## src/rtl/uart_tx_param.sv

```systemverilog
// Parameterised UART transmitter: 5..DATA_W data bits, optional odd/even parity,
// one or two stop bits, runtime bit-period divisor. Frame settings latch on accept.
module uart_tx_param #(
  parameter int DATA_W = 9,
  parameter int DIV_W  = 16
) (
  input  logic              clk,
  input  logic              rst,
  input  logic [DATA_W-1:0] tx_data,
  input  logic [3:0]        data_bits,
  input  logic              parity_en,
  input  logic              parity_odd,
  input  logic              stop2,
  input  logic [DIV_W-1:0]  baud_div,
  input  logic              tx_valid,
  output logic              tx_ready,
  output logic              tx_busy,
  output logic              tx_done,
  output logic              tx_line
);

  typedef enum logic [2:0] {IDLE, START, DATA, PARITY, STOP} state_t;

  state_t             state, state_nxt;
  logic [DIV_W-1:0]   baud_cnt, baud_nxt, div_q;
  logic [3:0]         bit_cnt, bit_nxt, nbits_q, nbits_clamped;
  logic [DATA_W-1:0]  shreg, shreg_nxt;
  logic               par_acc, par_nxt;
  logic               par_en_q, par_odd_q, stop2_q;
  logic               line_nxt, done_nxt;
  logic               accept, bit_end;

  assign tx_ready = (state == IDLE) && !rst;
  assign tx_busy  = (state != IDLE) && !rst;
  assign accept   = tx_valid && tx_ready;
  // >= rather than == so a counter can never run past the latched divisor
  assign bit_end  = (baud_cnt >= div_q);

  always_comb begin
    if (data_bits < 4'd5)               nbits_clamped = 4'd5;
    else if (data_bits > 4'(DATA_W))    nbits_clamped = 4'(DATA_W);
    else                                nbits_clamped = data_bits;
  end

  // NOTE: every output of this block gets a default first, so no path leaves one unassigned and infers a latch.
  always_comb begin
    state_nxt = state;
    baud_nxt  = bit_end ? '0 : baud_cnt + DIV_W'(1);
    bit_nxt   = bit_cnt;
    shreg_nxt = shreg;
    par_nxt   = par_acc;
    line_nxt  = tx_line;
    done_nxt  = 1'b0;

    unique case (state)
      IDLE: begin
        line_nxt = 1'b1;
        baud_nxt = '0;
        bit_nxt  = '0;
        if (accept) begin
          state_nxt = START;
          line_nxt  = 1'b0;
          shreg_nxt = tx_data;
          par_nxt   = 1'b0;
        end
      end
      START: begin
        if (bit_end) begin
          state_nxt = DATA;
          line_nxt  = shreg[0];
          bit_nxt   = '0;
        end
      end
      DATA: begin
        if (bit_end) begin
          par_nxt   = par_acc ^ shreg[0];
          shreg_nxt = shreg >> 1;
          if (bit_cnt == nbits_q - 4'd1) begin
            bit_nxt = '0;
            if (par_en_q) begin
              state_nxt = PARITY;
              line_nxt  = par_acc ^ shreg[0] ^ par_odd_q;
            end else begin
              state_nxt = STOP;
              line_nxt  = 1'b1;
            end
          end else begin
            bit_nxt  = bit_cnt + 4'd1;
            line_nxt = shreg[1];
          end
        end
      end
      PARITY: begin
        if (bit_end) begin
          state_nxt = STOP;
          line_nxt  = 1'b1;
          bit_nxt   = '0;
        end
      end
      STOP: begin
        if (bit_end) begin
          if (!stop2_q || bit_cnt == 4'd1) begin
            state_nxt = IDLE;
            line_nxt  = 1'b1;
            done_nxt  = 1'b1;
            bit_nxt   = '0;
          end else begin
            bit_nxt = 4'd1;
          end
        end
      end
      default: state_nxt = IDLE;
    endcase
  end

  // NOTE: sequential state uses non-blocking assignments so every register samples pre-edge values.
  always_ff @(posedge clk) begin
    if (rst) begin
      state     <= IDLE;
      baud_cnt  <= '0;
      bit_cnt   <= '0;
      shreg     <= '0;
      par_acc   <= 1'b0;
      tx_line   <= 1'b1;
      tx_done   <= 1'b0;
      div_q     <= '0;
      nbits_q   <= '0;
      par_en_q  <= 1'b0;
      par_odd_q <= 1'b0;
      stop2_q   <= 1'b0;
    end else begin
      state    <= state_nxt;
      baud_cnt <= baud_nxt;
      bit_cnt  <= bit_nxt;
      shreg    <= shreg_nxt;
      par_acc  <= par_nxt;
      tx_line  <= line_nxt;
      tx_done  <= done_nxt;
      if (accept) begin
        div_q     <= baud_div;
        nbits_q   <= nbits_clamped;
        par_en_q  <= parity_en;
        par_odd_q <= parity_odd;
        stop2_q   <= stop2;
      end
    end
  end

endmodule
```

## config.mk

```make
export PLATFORM = sky130hd
export DESIGN_NAME = uart_tx_param
export DESIGN_NICKNAME = d
export VERILOG_FILES = /design/src/rtl/uart_tx_param.sv
export SDC_FILE = /design/constraint.sdc
export NUM_CORES = 1
export LEC_CHECK = 0
export ABC_CLOCK_PERIOD_IN_PS = 2600
export CAP_MARGIN = 20
export CORE_MARGIN = 2
export CORE_UTILIZATION = 34
export CTS_CLUSTER_DIAMETER = 60
export DETAILED_ROUTE_END_ITERATION = 7
export DONT_BUFFER_PORTS = 1
export SETUP_SLACK_MARGIN = 0.3
export SYNTH_ARGS = -nofsm -noshare
export SYNTH_HDL_FRONTEND = slang
export SYNTH_SLANG_ARGS = --single-unit
```

## constraint.sdc

```tcl
create_clock -name clk -period 2.6 [get_ports clk]
set_clock_uncertainty 0.15 [all_clocks]
set_input_delay 0.52 -clock clk [delete_from_list [all_inputs] [get_ports clk]]
set_output_delay 0.52 -clock clk [all_outputs]
set_load 0.01 [all_outputs]
```

==> results.toml, run 1 <==
[place]
place_congestion = 0.8060
io_buffers = 0
hpwl_um = 4842
place_ws_ps = 29.04
placed_cell_area_mm2 = 0.003212

[sta]
finalSetupViolations = 0
min_period_over_period_pct = 92.26
max-slew-margin-rel_pct = 58.38
min_period_ps = 2399
slew_viol_final = 0
fmax_mhz = 416.9
fin_tns_setup_ps = 0
rsz0062_at_grt = "yes"
worst_slew_pin_slew_ps = 618.7
final-hold-violation-count = 0
setup_slack_ps = 201.3

[outcome]
outcome = "completed"

[clock_network]
cts_buffer_depth = 2
root_buffer = "clkbuf_8"
clk_pin_slew_ps = 70
cts-htree-levels = 3
numCtsBuffers = 9
tritoncts = "done"
clock_latency_ps = 340
cts.sinks = 58

[synth]
yosys.area_share.simple_pct = 19.82
synth_xor_area_share_pct = 6.268
synth_top_area_share_pct = 37.77
synth_edf_count = 0
yosys_warnings = 0
synth_cell_types = 56
synth_top_cell_by_area = "dfxtp_1"
synthArstFlopShare_pct = 0
synth_mux_area_share_pct = 0.3256
synth_top_family_by_area = "compound AO/OA/AOI/OAI gates"
synth_fa_ha_area_share_pct = 8.466
ys.flop_type = "dfxtp_1"
synth.ff_latch_count = 58
synth_top_cells_by_area = "dfxtp_1 (38%), ha_1 (8.1%), nand2_1 (7.2%)"
netlist_area_mm2 = 0.003074
syn_avg_cell_area_um2 = 8.469
yosysSeqAreaShare_pct = 37.77
synth_nets = 418
syn_inst = 363
synth-compound-area-share_pct = 21.41

[floorplan]
io_pins = 39
die_x_um = 99.09
fp.dieH_um = 99.09
start_util_pct = 35.08
die-area_mm2 = 0.009819
placementRows = 34
core_mm2 = 0.008763

[worst_setup_path]
cp-start-kind = "register"
path_cells = "inv_2, ha_4, and4_4, nand2_4, nor3_4, o31ai_4, buf_6, buf_6, o221a_1, a311o_1"
cp.required_ps = 2680
cp-end-kind = "register"
crit_top_cell = "buf_6"
critPathKind = "register to register"
critPathMaxStageDelay_ps = 360
crit_path_top_delay_cell = "nor3_4"
worstPathMaxFanout = 7
cp_data_arrival_time_ps = 2470

[route]
vias = 2631
drt_iter0_drc = 148
ant_nets = 0
via_per_inst = 5.414
avgRoutedWirePerCell_um = 15.53
drtPass1Iterations = 4
drc = 0
routed_wl_um = 7547

[global_routing]
grtUsageTotal_pct = 15.55
grt_pass1_wl_um = 12140
grt_max_degree = 52
grt_pass1_vias = 2441
gr-total-overflow = 0
antenna_found_initial = 0

[power]
ir_drop_v = 0.0003158
clock_power_share_pct = 31.9
power_frac_comb_pct = 28.2
swShare_pct = 32.57
p_seq_share_pct = 39.8
p_per_area_mw_per_mm2 = 680.4
p_int_mw = 1.752
p_sw_mw = 0.8463
p_leak_nw = 1.374

[flow_run]
maxCapViolations = 0

[final_layout]
fin_area_mm2 = 0.003819
num-fill-cells = 866
drive_above_1_share_pct = 27.51
syn_to_final_growth_pct = 24.22
n_antenna_cell = 0
final_cell_mix = "nand2_1 (56), dfxtp_1 (46), nor2_1 (18)"
fin_nets = 428
final_common_cell = "nand2_1"

[worst_hold_path]
hp-class = "input pin to register"
==> Yosys cell counts (2+ instances only) <==
cell       instances
a211oi_1          10
and3_1             5
nor3_1             3
o2111ai_1          4
nand3_1           11
a21o_1             2
a21oi_1           12
o32ai_1            2
o211ai_1           5
nor2_1            32
or3_1              2
a311oi_1           8
xor2_1            15
o31ai_1           16
o21ai_1            2
ha_1              20
o21ai_0            6
xnor2_1            7
inv_1             23
and4_1             3
clkbuf_1          11
nor3_2             2
nand2_1           59
nand4_1            7
buf_2              8
dfxtp_1           58
==> power groups by stage <==
stage	registers [mW]	logic, mW	clock network, mW
after global routing	1.05	0.807	0.899
final	1.04	0.733	0.830
after detailed placement	1.05	0.537	0
after floorplan	1.03	0.427	0
after CTS	1.03	0.604	0.859
after global placement	1.04	0.528	0
==> worst max-delay path, delay by kind of cell, from the launching register on <==
| family | cells | cell delay (ps) |
|---|---|---|
| AOI/OAI and AO/OA | 3 | 570 |
| adders and majority gates | 1 | 260 |
| buffers and inverters | 3 | 310 |
| DFF | 1 | 320 |
| and+or+nand+nor | 3 | 680 |
==> cells by family (layout without fill, tap and decap cells) <==
family          after synthesis  after routing
mux                           1              1
simple gates                132            132
fa+ha+maj                    21             21
xor+xnor                     22             22
compound gates               85             87
flops                        58             58
buf+inv                      44             57
==> flip-flops by register name, indices dropped and copies added, names as in the netlist, 3 cells and up <==
register,count
baud_cnt,16
shreg,9
state,3
div_q,16
nbits_q,4
bit_cnt,4
==> path summary, 6_finish.rpt <==
path,depth (start not counted),startpoint,slack (ps),endpoint
max,10,div_q[10],200,tx_line
min,1,rst,90,nbits_q[1]
max reg2reg,10,div_q[10],200,tx_line
min reg2reg,2,nbits_q[3],310,nbits_q[3]
==> metrics by stage <==
stage	total power [mW]	cells	hold WS (ps)	util [%]
finish	2.598	486	91.51	43.58
global route	2.752	486	68.57	43.58
CTS	2.491	481	74.45	40.09
detailed placement	1.583	461	305.2	36.65
global placement	1.572	461	301.6	36.65
floorplan	1.461	363	281.9	-
==> repair_timing <==
item                       4_1_cts  5_1_grt
pin swaps                        8       33
gates cloned                     1        1
setup endpoints to repair       33       33
hold buffers                     0        0
setup buffers                    3        4
gates resized for setup         21       59
==> area by class of cell <==
cell class / count / area, um2 / area share, %
well taps: 108 / 135.1 / 3.539
clock buffers: 11 / 141.4 / 3.703
repair buffers: 17 / 151.4 / 3.965
inverters: 24 / 90.09 / 2.359
multi-input cells: 263 / 2068 / 54.16
flip-flops and latches: 58 / 1179 / 30.87
clock inverters: 5 / 53.80 / 1.409
==> layer usage <==
| layer | global-route usage (%) | wire (um) |
|---|---|---|
| met1 | 21.39 | 3598 |
| met2 | 22.56 | 3448 |
| met3 | 4.568 | 395 |
| met4 | 6.955 | 105 |
| met5 | 0 | 0 |
Note: power is estimated with default switching activity, not from simulation.
==> inputs of run 2 (changes only) <==
--- a/config.mk
+++ b/config.mk
@@ -10,9 +10,11 @@
 export CORE_MARGIN = 2
 export CORE_UTILIZATION = 34
 export CTS_CLUSTER_DIAMETER = 60
+export CTS_CLUSTER_SIZE = 12
 export DETAILED_ROUTE_END_ITERATION = 7
 export DONT_BUFFER_PORTS = 1
 export SETUP_SLACK_MARGIN = 0.3
+export SKIP_LAST_GASP = 1
 export SYNTH_ARGS = -nofsm -noshare
 export SYNTH_HDL_FRONTEND = slang
 export SYNTH_SLANG_ARGS = --single-unit
==> results of run 2 <==
No change in the layout: final DEF, timing and power equal those of run 1.
==> RTL change, RTL diff (config.mk and constraints of run 1) <==
`DIV_W`: 16 -> 14.
--- a/src/rtl/uart_tx_param.sv
+++ b/src/rtl/uart_tx_param.sv
@@ -2,7 +2,7 @@
 // one or two stop bits, runtime bit-period divisor. Frame settings latch on accept.
 module uart_tx_param #(
   parameter int DATA_W = 9,
-  parameter int DIV_W  = 16
+  parameter int DIV_W  = 14
 ) (
   input  logic              clk,
   input  logic              rst,
Ports: changed (resized baud_div); port bits go from 39 to 37. The function was not compared with the original's and may differ.
==> RTL change against run 1 <==
- maximum frequency is 2.5% lower
- critical path depth down 1
- final area decreased by 7.8%
- power is 0.36% higher
- setup slack got worse by 0.061 ns
- area after synthesis decreased by 7.5%
- sequential cell count down 4
- via count is 5.6% lower
- wire length down 8.6%
- die area decreased by 7.2%
- utilization fell by 0.52 points
- count of clock-buffer cells in the layout is 6 lower
- largest cell class unchanged
- highest routed layer unchanged
==> RTL change: results (changes against run 1) <==
CTS
  – CTS Buf Count: 5 (-4)
  – Clock insertion delay at the later pin of the skew report: 0.31 ns (-0.03 ns)
  – Number of gates resized after CTS: 27 (+29%)
  – Deepest level of the CTS H-tree: 2 (-1)
  – Buffers from clock root to sink, at most: 2 (unchanged)
  – Number of setup buffers added after CTS: 7 (+4)
  – Clock slew seen by the registers of the worst setup and hold paths: 0.09 ns (+0.02 ns)

Logic synthesis
  – Number of library cell types mapped by synthesis: 47 (-16%)
  – Sequential area share after synthesis: 38.0% (+0.26 points)
  – Number of instances in the synthesized netlist: 346 (-4.7%)
  – Primary FF master, synth: dfxtp_1
  – Number of warning messages in the yosys log: 0 (unchanged)
  – Biggest area contributors in the synthesized netlist: dfxtp_1 38%, ha_1 7.9%, nand2_1 7.4%, o31ai_1 4.0%, nor2_1 3.8%
  – Net Count, Synth: 397 (-5.0%)
  – Commonest cells in the synthesized netlist: 56 x nand2_1, 54 x dfxtp_1, 29 x nor2_1

Run status
  – Outcome: finished, final reports clean

Layout
  – Number of nets in the layout: 419 (-2.1%)
  – Count of placed standard cells in the final layout, fillers left out: 474 (-2.5%)
  – Number of filler cells placed in the layout: 829 (-4.3%)
  – Share of final-layout standard cells stronger than drive strength 1: 25.5% (-2.0 points)
  – Diode insertion count for antenna repair: 0 (unchanged)
  – Regs by FF count: baud_cnt: 14 flops, div_q: 14 flops, shreg: 9 flops

Setup path
  – Required time of the critical path: 2.70 ns (+0.02 ns)
  – Largest fanout on the critical path: 7 (unchanged)
  – R2R Setup Slk: 0.14 ns (-0.06 ns)
  – CP max stage cell: or3_2
  – Critical Path Max Stage Delay: 0.59 ns (+0.23 ns)

Drt
  – First drt pass iteration count: 4 (unchanged)
  – Wire per inst: 14.6 um (-6.3%)
  – Total vias in the final route: 2484 (-5.6%)
  – Detailed router's first-iteration violation count: 145 (-2.0%)

Timing
  – Final worst hold slack: 0.127 ns (+0.0356 ns)
  – Pin slew with the least headroom to its limit: 0.517 ns (-0.101 ns)

Global routing
  – Met2 track utilization from global routing: 24.4% (+1.9 points)
  – First-pass GRT wire length: 11000 um (-9.1%)
  – Highest-utilization routing layer at the global route stage: met2
  – Overall global routing resource usage: 15.2% (-0.38 points)
  – Number of antenna violations at the first check in global routing: 0 (unchanged)
  – Met1 routing resource usage after global routing: 20.7% (-0.73 points)
  – Largest net degree at the start of global routing: 35 (-33%)
  – Global Route met3 Usage: 2.13% (-2.4 points)
  – Vias in the first global route: 2349 (-3.8%)

Place
  – Placed Instances: 450 (-2.4%)
  – DP HPWL: 4690 um (-3.2%)
  – RePlAce Congestion: 0.854 (+5.9%)

Worst hold path
  – Hold/Removal Path Class: input pin to register

Pwr
  – Worst vdd ir: 0.403 mV (+28%)
  – Leakage: 1.30 nW (-5.1%)
-- RTL change: cell count changes after synthesis, sizes merged, moves of 6 or more --
cell / run 1 / this run
a221o: 0 / 9
xor2: 15 / 9
a21oi: 12 / 21
a311oi: 8 / 1
a211oi: 10 / 1
o21ai: 8 / 15
-- RTL change: path summary, 6_finish.rpt --
kind,cells past startpoint,from,endpoint
hold reg to reg,2,shreg[8],shreg[8]
hold / removal,1,rst,shreg[8]
setup reg to reg,9,div_q[12],baud_cnt[10]
setup / recovery,9,div_q[12],baud_cnt[10]
-- RTL change: logic make-up after synthesis --
logic type	synth area share (%)
flip-flops	38.0
AND/OR/NAND/NOR	22.8
AO/OA/AOI/OAI	19.3
buffers and inverters	5.41
adder cells (fa/ha/maj)	7.92
XOR/XNOR	6.16
multiplexers	0.352
-- RTL change: power breakdown --
part	switching [W]	leakage [nW]	internal (W)	total, W
Sequential	0.000109	0.446	0.000953	0.00106
Clock	0.000277	0.0579	0.000284	0.000561
Combinational	0.000520	0.799	0.000465	0.000984
-- RTL change: through the flow --
stage	setup WS [ns]	instance area [um^2]
after CTS	0.213	3300
after detailed placement	0.0270	3020
final	0.140	3520
after global placement	0.106	3020
after floorplan	0.265	2860
after global routing	0.0590	3520
-- RTL change: per-layer routing --
layer / wire [um] / part of all wire [%]
met4: 82 / 1.2
met3: 173 / 2.5
met1: 3310 / 48
met5: 0 / 0
met2: 3330 / 48
-- RTL change: layout make-up --
cell class	count	area, um^2	area share [%]
clock buffer	5	68.8	1.96
clock inverter	3	40.0	1.14
inverter	23	86.3	2.45
multi-input combinational	254	1860	52.8
sequential	54	1100	31.2
tap	105	131	3.73
timing repair buffer	30	236	6.72
